**src/rtl/alu_operand_stage_if.sv**
```systemverilog
`default_nettype none
// ============================================================================
// Module   : alu_operand_stage_if
// Brief    : ID/EX operand-stage bus: decode inputs, forwarding taps, outputs.
// Revision : 1.0
// ============================================================================
interface alu_operand_stage_if #(
    parameter int XLEN     = 32,
    parameter int REG_AW   = 5,
    parameter int STALL_CW = 16
);
    logic                in_valid;
    logic                in_ready;
    logic [REG_AW-1:0]   rs1_addr;
    logic [REG_AW-1:0]   rs2_addr;
    logic [XLEN-1:0]     rs1_data;
    logic [XLEN-1:0]     rs2_data;
    logic [XLEN-1:0]     imm_ext;
    logic [XLEN-1:0]     pc;
    logic [1:0]          alu_src_a;
    logic [1:0]          alu_src_b;
    logic [REG_AW-1:0]   exmem_rd;
    logic                exmem_regwrite;
    logic [XLEN-1:0]     exmem_result;
    logic [REG_AW-1:0]   memwb_rd;
    logic                memwb_regwrite;
    logic [XLEN-1:0]     memwb_result;
    logic                flush;
    logic                out_valid;
    logic                out_ready;
    logic [XLEN-1:0]     src_a;
    logic [XLEN-1:0]     src_b;
    logic [XLEN-1:0]     store_data;
    logic [1:0]          fwd_a;
    logic [1:0]          fwd_b;
    logic [STALL_CW-1:0] stall_cnt;

    modport master (
        output in_valid, rs1_addr, rs2_addr, rs1_data, rs2_data, imm_ext, pc,
               alu_src_a, alu_src_b, exmem_rd, exmem_regwrite, exmem_result,
               memwb_rd, memwb_regwrite, memwb_result, flush, out_ready,
        input  in_ready, out_valid, src_a, src_b, store_data, fwd_a, fwd_b,
               stall_cnt
    );

    modport slave (
        input  in_valid, rs1_addr, rs2_addr, rs1_data, rs2_data, imm_ext, pc,
               alu_src_a, alu_src_b, exmem_rd, exmem_regwrite, exmem_result,
               memwb_rd, memwb_regwrite, memwb_result, flush, out_ready,
        output in_ready, out_valid, src_a, src_b, store_data, fwd_a, fwd_b,
               stall_cnt
    );
endinterface
`default_nettype wire

```
**src/rtl/alu_operand_stage.sv**
```systemverilog
`default_nettype none
// ============================================================================
// Module   : alu_operand_stage
// Brief    : Forwarding resolve + operand select behind a valid/ready register.
// Revision : 1.0
// ============================================================================
module alu_operand_stage #(
    parameter int XLEN     = 32,
    parameter int REG_AW   = 5,
    parameter int STALL_CW = 16
) (
    input  wire logic         clk,
    input  wire logic         rst_n,
    alu_operand_stage_if.slave bus
);
    localparam logic [1:0] c_FWD_RF = 2'b00;
    localparam logic [1:0] c_FWD_WB = 2'b01;
    localparam logic [1:0] c_FWD_EX = 2'b10;

    logic [XLEN-1:0]     r_src_a;
    logic [XLEN-1:0]     r_src_b;
    logic [XLEN-1:0]     r_store_data;
    logic [1:0]          r_fwd_a;
    logic [1:0]          r_fwd_b;
    logic                r_out_valid;
    logic [STALL_CW-1:0] r_stall_cnt;

    logic [XLEN-1:0] w_rs1_val;
    logic [XLEN-1:0] w_rs2_val;
    logic [1:0]      w_fwd_a;
    logic [1:0]      w_fwd_b;
    logic [XLEN-1:0] w_src_a;
    logic [XLEN-1:0] w_src_b;
    logic            w_in_ready;
    logic            w_load;
    logic            w_stall;

    // x0 is hardwired zero, so a write to it must never be forwarded
    wire logic w_ex_ok = bus.exmem_regwrite && (bus.exmem_rd != '0);
    wire logic w_wb_ok = bus.memwb_regwrite && (bus.memwb_rd != '0);

    always_comb begin
        w_rs1_val = bus.rs1_data;
        w_fwd_a   = c_FWD_RF;
        if (w_ex_ok && (bus.exmem_rd == bus.rs1_addr)) begin
            w_rs1_val = bus.exmem_result;
            w_fwd_a   = c_FWD_EX;
        end else if (w_wb_ok && (bus.memwb_rd == bus.rs1_addr)) begin
            w_rs1_val = bus.memwb_result;
            w_fwd_a   = c_FWD_WB;
        end

        w_rs2_val = bus.rs2_data;
        w_fwd_b   = c_FWD_RF;
        if (w_ex_ok && (bus.exmem_rd == bus.rs2_addr)) begin
            w_rs2_val = bus.exmem_result;
            w_fwd_b   = c_FWD_EX;
        end else if (w_wb_ok && (bus.memwb_rd == bus.rs2_addr)) begin
            w_rs2_val = bus.memwb_result;
            w_fwd_b   = c_FWD_WB;
        end
    end

    always_comb begin
        w_src_a = '0;
        case (bus.alu_src_a)
            2'b00:   w_src_a = w_rs1_val;
            2'b01:   w_src_a = bus.pc;
            default: w_src_a = '0;
        endcase

        w_src_b = bus.imm_ext;
        case (bus.alu_src_b)
            2'b00:   w_src_b = w_rs2_val;
            2'b10:   w_src_b = XLEN'(4);
            default: w_src_b = bus.imm_ext;
        endcase
    end

    assign w_in_ready = !r_out_valid || bus.out_ready;
    assign w_load     = bus.in_valid && w_in_ready && !bus.flush;
    assign w_stall    = r_out_valid && !bus.out_ready && !bus.flush;

    always_ff @(posedge clk or negedge rst_n) begin
        if (!rst_n) begin
            r_out_valid  <= 1'b0;
            r_src_a      <= '0;
            r_src_b      <= '0;
            r_store_data <= '0;
            r_fwd_a      <= c_FWD_RF;
            r_fwd_b      <= c_FWD_RF;
            r_stall_cnt  <= '0;
        end else begin
            if (bus.flush) begin
                r_out_valid <= 1'b0;
            end else if (w_load) begin
                r_out_valid  <= 1'b1;
                r_src_a      <= w_src_a;
                r_src_b      <= w_src_b;
                r_store_data <= w_rs2_val;
                r_fwd_a      <= w_fwd_a;
                r_fwd_b      <= w_fwd_b;
            end else if (bus.out_ready) begin
                r_out_valid <= 1'b0;
            end

            if (w_stall && (r_stall_cnt != '1)) begin
                r_stall_cnt <= r_stall_cnt + 1'b1;
            end
        end
    end

    assign bus.in_ready   = w_in_ready;
    assign bus.out_valid  = r_out_valid;
    assign bus.src_a      = r_src_a;
    assign bus.src_b      = r_src_b;
    assign bus.store_data = r_store_data;
    assign bus.fwd_a      = r_fwd_a;
    assign bus.fwd_b      = r_fwd_b;
    assign bus.stall_cnt  = r_stall_cnt;
endmodule
`default_nettype wire

```
**src/flat_wrapper.sv**
```systemverilog
// flat-port wrapper written by rule: the top's interface ports become plain ports
module alu_operand_stage_flat 
#(
    parameter int XLEN     = 32,
    parameter int REG_AW   = 5,
    parameter int STALL_CW = 16
)
  (clk, rst_n, bus_in_valid, bus_rs1_addr, bus_rs2_addr, bus_rs1_data, bus_rs2_data, bus_imm_ext, bus_pc, bus_alu_src_a, bus_alu_src_b, bus_exmem_rd, bus_exmem_regwrite, bus_exmem_result, bus_memwb_rd, bus_memwb_regwrite, bus_memwb_result, bus_flush, bus_out_ready, bus_in_ready, bus_out_valid, bus_src_a, bus_src_b, bus_store_data, bus_fwd_a, bus_fwd_b, bus_stall_cnt);
  alu_operand_stage_if #(.XLEN(XLEN), .REG_AW(REG_AW), .STALL_CW(STALL_CW)) bus_i ();
  input  wire logic clk;
  input  wire logic rst_n;
  input wire logic [$bits(bus_i.in_valid)-1:0] bus_in_valid;
  input wire logic [$bits(bus_i.rs1_addr)-1:0] bus_rs1_addr;
  input wire logic [$bits(bus_i.rs2_addr)-1:0] bus_rs2_addr;
  input wire logic [$bits(bus_i.rs1_data)-1:0] bus_rs1_data;
  input wire logic [$bits(bus_i.rs2_data)-1:0] bus_rs2_data;
  input wire logic [$bits(bus_i.imm_ext)-1:0] bus_imm_ext;
  input wire logic [$bits(bus_i.pc)-1:0] bus_pc;
  input wire logic [$bits(bus_i.alu_src_a)-1:0] bus_alu_src_a;
  input wire logic [$bits(bus_i.alu_src_b)-1:0] bus_alu_src_b;
  input wire logic [$bits(bus_i.exmem_rd)-1:0] bus_exmem_rd;
  input wire logic [$bits(bus_i.exmem_regwrite)-1:0] bus_exmem_regwrite;
  input wire logic [$bits(bus_i.exmem_result)-1:0] bus_exmem_result;
  input wire logic [$bits(bus_i.memwb_rd)-1:0] bus_memwb_rd;
  input wire logic [$bits(bus_i.memwb_regwrite)-1:0] bus_memwb_regwrite;
  input wire logic [$bits(bus_i.memwb_result)-1:0] bus_memwb_result;
  input wire logic [$bits(bus_i.flush)-1:0] bus_flush;
  input wire logic [$bits(bus_i.out_ready)-1:0] bus_out_ready;
  output wire logic [$bits(bus_i.in_ready)-1:0] bus_in_ready;
  output wire logic [$bits(bus_i.out_valid)-1:0] bus_out_valid;
  output wire logic [$bits(bus_i.src_a)-1:0] bus_src_a;
  output wire logic [$bits(bus_i.src_b)-1:0] bus_src_b;
  output wire logic [$bits(bus_i.store_data)-1:0] bus_store_data;
  output wire logic [$bits(bus_i.fwd_a)-1:0] bus_fwd_a;
  output wire logic [$bits(bus_i.fwd_b)-1:0] bus_fwd_b;
  output wire logic [$bits(bus_i.stall_cnt)-1:0] bus_stall_cnt;
  assign bus_i.in_valid = bus_in_valid;
  assign bus_i.rs1_addr = bus_rs1_addr;
  assign bus_i.rs2_addr = bus_rs2_addr;
  assign bus_i.rs1_data = bus_rs1_data;
  assign bus_i.rs2_data = bus_rs2_data;
  assign bus_i.imm_ext = bus_imm_ext;
  assign bus_i.pc = bus_pc;
  assign bus_i.alu_src_a = bus_alu_src_a;
  assign bus_i.alu_src_b = bus_alu_src_b;
  assign bus_i.exmem_rd = bus_exmem_rd;
  assign bus_i.exmem_regwrite = bus_exmem_regwrite;
  assign bus_i.exmem_result = bus_exmem_result;
  assign bus_i.memwb_rd = bus_memwb_rd;
  assign bus_i.memwb_regwrite = bus_memwb_regwrite;
  assign bus_i.memwb_result = bus_memwb_result;
  assign bus_i.flush = bus_flush;
  assign bus_i.out_ready = bus_out_ready;
  assign bus_in_ready = bus_i.in_ready;
  assign bus_out_valid = bus_i.out_valid;
  assign bus_src_a = bus_i.src_a;
  assign bus_src_b = bus_i.src_b;
  assign bus_store_data = bus_i.store_data;
  assign bus_fwd_a = bus_i.fwd_a;
  assign bus_fwd_b = bus_i.fwd_b;
  assign bus_stall_cnt = bus_i.stall_cnt;
  alu_operand_stage #(.XLEN(XLEN), .REG_AW(REG_AW), .STALL_CW(STALL_CW)) u_core (.clk(clk), .rst_n(rst_n), .bus(bus_i));
endmodule
```
**config.mk**
```make
export PLATFORM = sky130hd
export DESIGN_NAME = alu_operand_stage_flat
export DESIGN_NICKNAME = d
export VERILOG_FILES = /design/src/rtl/alu_operand_stage_if.sv /design/src/rtl/alu_operand_stage.sv /design/src/flat_wrapper.sv
export SDC_FILE = /design/constraint.sdc
export NUM_CORES = 1
export LEC_CHECK = 0
export ABC_CLOCK_PERIOD_IN_PS = 3800
export CAP_MARGIN = 25
export CORE_MARGIN = 5
export CORE_UTILIZATION = 25
export DETAILED_ROUTE_END_ITERATION = 8
export HOLD_SLACK_MARGIN = 0.05
export PLACE_DENSITY_LB_ADDON = 0.15
export SLEW_MARGIN = 10
export SYNTH_ARGS = -nofsm -noshare
export SYNTH_HDL_FRONTEND = slang
export SYNTH_SLANG_ARGS = --single-unit
```
**constraint.sdc**
```tcl
create_clock -name clk -period 3.8 [get_ports clk]
set_clock_uncertainty 0.15 [all_clocks]
set_input_delay 0.76 -clock clk [delete_from_list [all_inputs] [get_ports clk]]
set_output_delay 0.76 -clock clk [all_outputs]
set_load 0.03 [all_outputs]
```
==> results.ini <==
[run_status]
status=finished, final reports clean

[cts]
cts_tree=built
clk_pin_slew_ns=0.06
ctsHtreeMaxLevel=4
cts_root_buffer=clkbuf_16
clock_path_buffers=2
cts_setup_buffers=0
cts_num_sinks=117
cts_hold_buffers=0
cts_buffers=17
clock_latency_ns=0.41
cts_resized=0

[critical_path]
path_common_cell=clkdlybuf4s50_1
start_kind=primary input
crit_required_ns=2.89
worstPathMaxFanout=4
critPathTopFamily=buffers and inverters
slowest_stage=clkdlybuf4s50_1
path_class=in -> out
cp_cell_sequence=clkdlybuf4s50_1, nor2b_1, inv_1, clkdlybuf4s50_1
cp-end-kind=output port
path_buf_inv=3
cpPeakStageDelay_ns=0.64
crit_arrival_ns=2.22

[global_routing]
grt_pass1_vias=7843
grt_pass1_wl_mm=50.0
grt_overflow_total=0
grt.total_usage_pct=21.4
grt_max_degree=61
antenna_found_initial=3

[detailed_routing]
wire_per_inst_um=24.1
drtAntennaViolNets=0
wl_mm=33.6
drt_first_pass_iters=5
drc=0
avgViaCountPerCell=5.26
first_iter_violations=394
dr_total_vias=7348

[die]
dieHeight_um=175
die_area_sq_um=30500
fp.dieW_um=175
row_count=60
coreArea_sq_um=26800
initial_core_util_pct=25.3
ios=341

[logic_synthesis]
synth-xor-area-share_pct=3.88
ys_warn_count=0
synth_cells=717
synth_compound_area_share_pct=25.2
synth_fp_nets=941
synth_area_per_cell_sq_um=9.45
synth-seq-cells=117
synth-simple-area-share_pct=17.5
synthMuxAreaShare_pct=5.06
yosysSeqAreaShare_pct=43.2
ys_types=50
netlist_area_sq_um=6780
synth_top_family_by_area=compound AO/OA/AOI/OAI gates
synthAdderAreaFrac_pct=0.185

[sta]
maxClockFrequency_ghz=0.320
maxSlewViolCount=0
rsz0062_at_grt=false
hold_viol_final=0
hold_slack_ns=0.214
tns_ns=0
finalSetupViolCount=0
worst_pin_slew_ns=0.797
finalCritPeriodShare_pct=82.2
relSlewSlack_pct=46.4
period_needed_ns=3.13

[final_layout]
instances_no_fill=1396
layout.nets=1262
syn_to_final_growth_pct=66.2
layout-drive-gt1-share_pct=8.94

[run]
maxCapViolCount=0

[power_and_ir_drop]
power_density_nw_per_um2=443
fin_total_pwr_uw=4990
p_leak_uw=0.00437
ir_worst_vdd_mv=0.251

[place]
hpwlAfterDp_mm=23.6
place_congestion=0.795
dp.cells=1360
port_buffers=340

[worst_hold_path]
hp-class=in -> async

[cells in the mapped netlist (all sizes together)]
cell / count / area (sq um)
nor3b: 1 / 7.51
o22ai: 32 / 200
buf: 27 / 183
nor4: 3 / 40.0
o21ai: 54 / 274
mux2: 2 / 22.5
mux2i: 32 / 320
o2111ai: 1 / 15.0
xnor2: 18 / 158
nand4: 2 / 12.5
inv: 4 / 15.0
and4: 1 / 8.76
nor2b: 2 / 12.5
clkbuf: 37 / 139
nand4b: 1 / 8.76
a21oi: 34 / 170
o211a: 1 / 17.5
a221oi: 63 / 577
nand2: 52 / 203
dfrtp: 117 / 2930
and2: 31 / 194
and3: 34 / 213
nand3b: 2 / 15.0
o221ai: 13 / 170
or4: 2 / 18.8
o211ai: 31 / 233
or3: 1 / 6.26
nand3: 41 / 205
ha: 1 / 12.5
o21a: 2 / 15.0
nor3: 9 / 45.0
nor2: 47 / 176
a211oi: 2 / 20.0
or2: 2 / 12.5
or3b: 1 / 8.76
o31ai: 2 / 15.0
xor2: 12 / 105
[power by group]
group	leakage, uW	internal (uW)	switching (uW)
Combinational	0.00262	735	883
Clock	0.000307	1140	654
Sequential	0.00145	1440	139
[worst paths after layout]
| path | cells after the start | to | from | slack, ns |
|---|---|---|---|---|
| max | 4 | bus_in_ready | bus_out_ready | 0.67 |
| min | 1 | u_core.bus.src_a[14] | rst_n | 0.21 |
| max reg2reg | 6 | u_core.bus.src_b[14] | u_core.bus.out_valid | 1.62 |
| min reg2reg | 2 | u_core.bus.fwd_a[0] | u_core.bus.fwd_a[0] | 0.33 |
| max in group asynchronous | 2 | u_core.bus.stall_cnt[0] | rst_n | 2.43 |
| min in group clk | 2 | u_core.bus.fwd_a[0] | u_core.bus.fwd_a[0] | 0.33 |
[metrics by stage]
stage / instance area, sq um / setup WS, ns / util, %
after floorplan: 6780 / 1.42 / -
after global placement: 10600 / 0.196 / 39.5
after detailed placement: 10600 / 0.408 / 39.6
after CTS: 11300 / 0.697 / 42.0
after global routing: 11300 / 0.589 / 42.0
final: 11300 / 0.675 / 42.0
[kinds of logic after synthesis]
| kind of cell | Yosys count |
|---|---|
| adders and majority gates | 1 |
| xor gates and xnor gates | 30 |
| buffers and inverters | 68 |
| muxes | 34 |
| and+or+nand+nor | 232 |
| AOI/OAI and AO/OA | 235 |
| DFF | 117 |
[flip-flops by register name (all words and copies together), names as in the netlist]
| name | count |
|---|---|
| u_core.bus.out_valid | 1 |
| u_core.bus.store_data | 32 |
| u_core.bus.fwd_b | 2 |
| u_core.bus.fwd_a | 2 |
| u_core.bus.src_a | 32 |
| u_core.bus.stall_cnt | 16 |
| u_core.bus.src_b | 32 |
[worst reg2reg max path, cell delays in order, from the launching register on]
cell and delay, ns:
dfrtp_1 0.38, nor2b_1 0.27, inv_1 0.15, nand3b_1 0.28, buf_4 0.56, a221oi_1 0.23, o21ai_1 0.10
[area by class of cell]
class | count | area [sq um]
antenna | 4 | 10.0
sequential | 117 | 2930
inverter | 4 | 15.0
tap | 341 | 427
clock buffer | 19 | 453
fill | 2638 | 15500
multi-input combinational | 532 | 3570
clock inverter | 13 | 195
timing repair buffer | 366 | 3670
[cells in the final DEF, fill, tap and decap left out, types with 34 or more instances in the layout]
cell and count:
nor2_1 45, nand3_1 40, a21oi_1 34, dfrtp_1 117
nand2_1 50, clkdlybuf4s50_1 339, a221oi_1 59, and3_1 34
[per-layer routing]
layer  vias to the layer above  global-route usage (%)  wire length, um
li1                       3372                       -                -
met1                      3615                    26.9            14000
met2                       322                    35.5            16200
met3                        39                    6.32             2690
met4                         0                    6.94              710
met5                         -                       0                0
No activity file was read; power rests on OpenSTA's default activity.
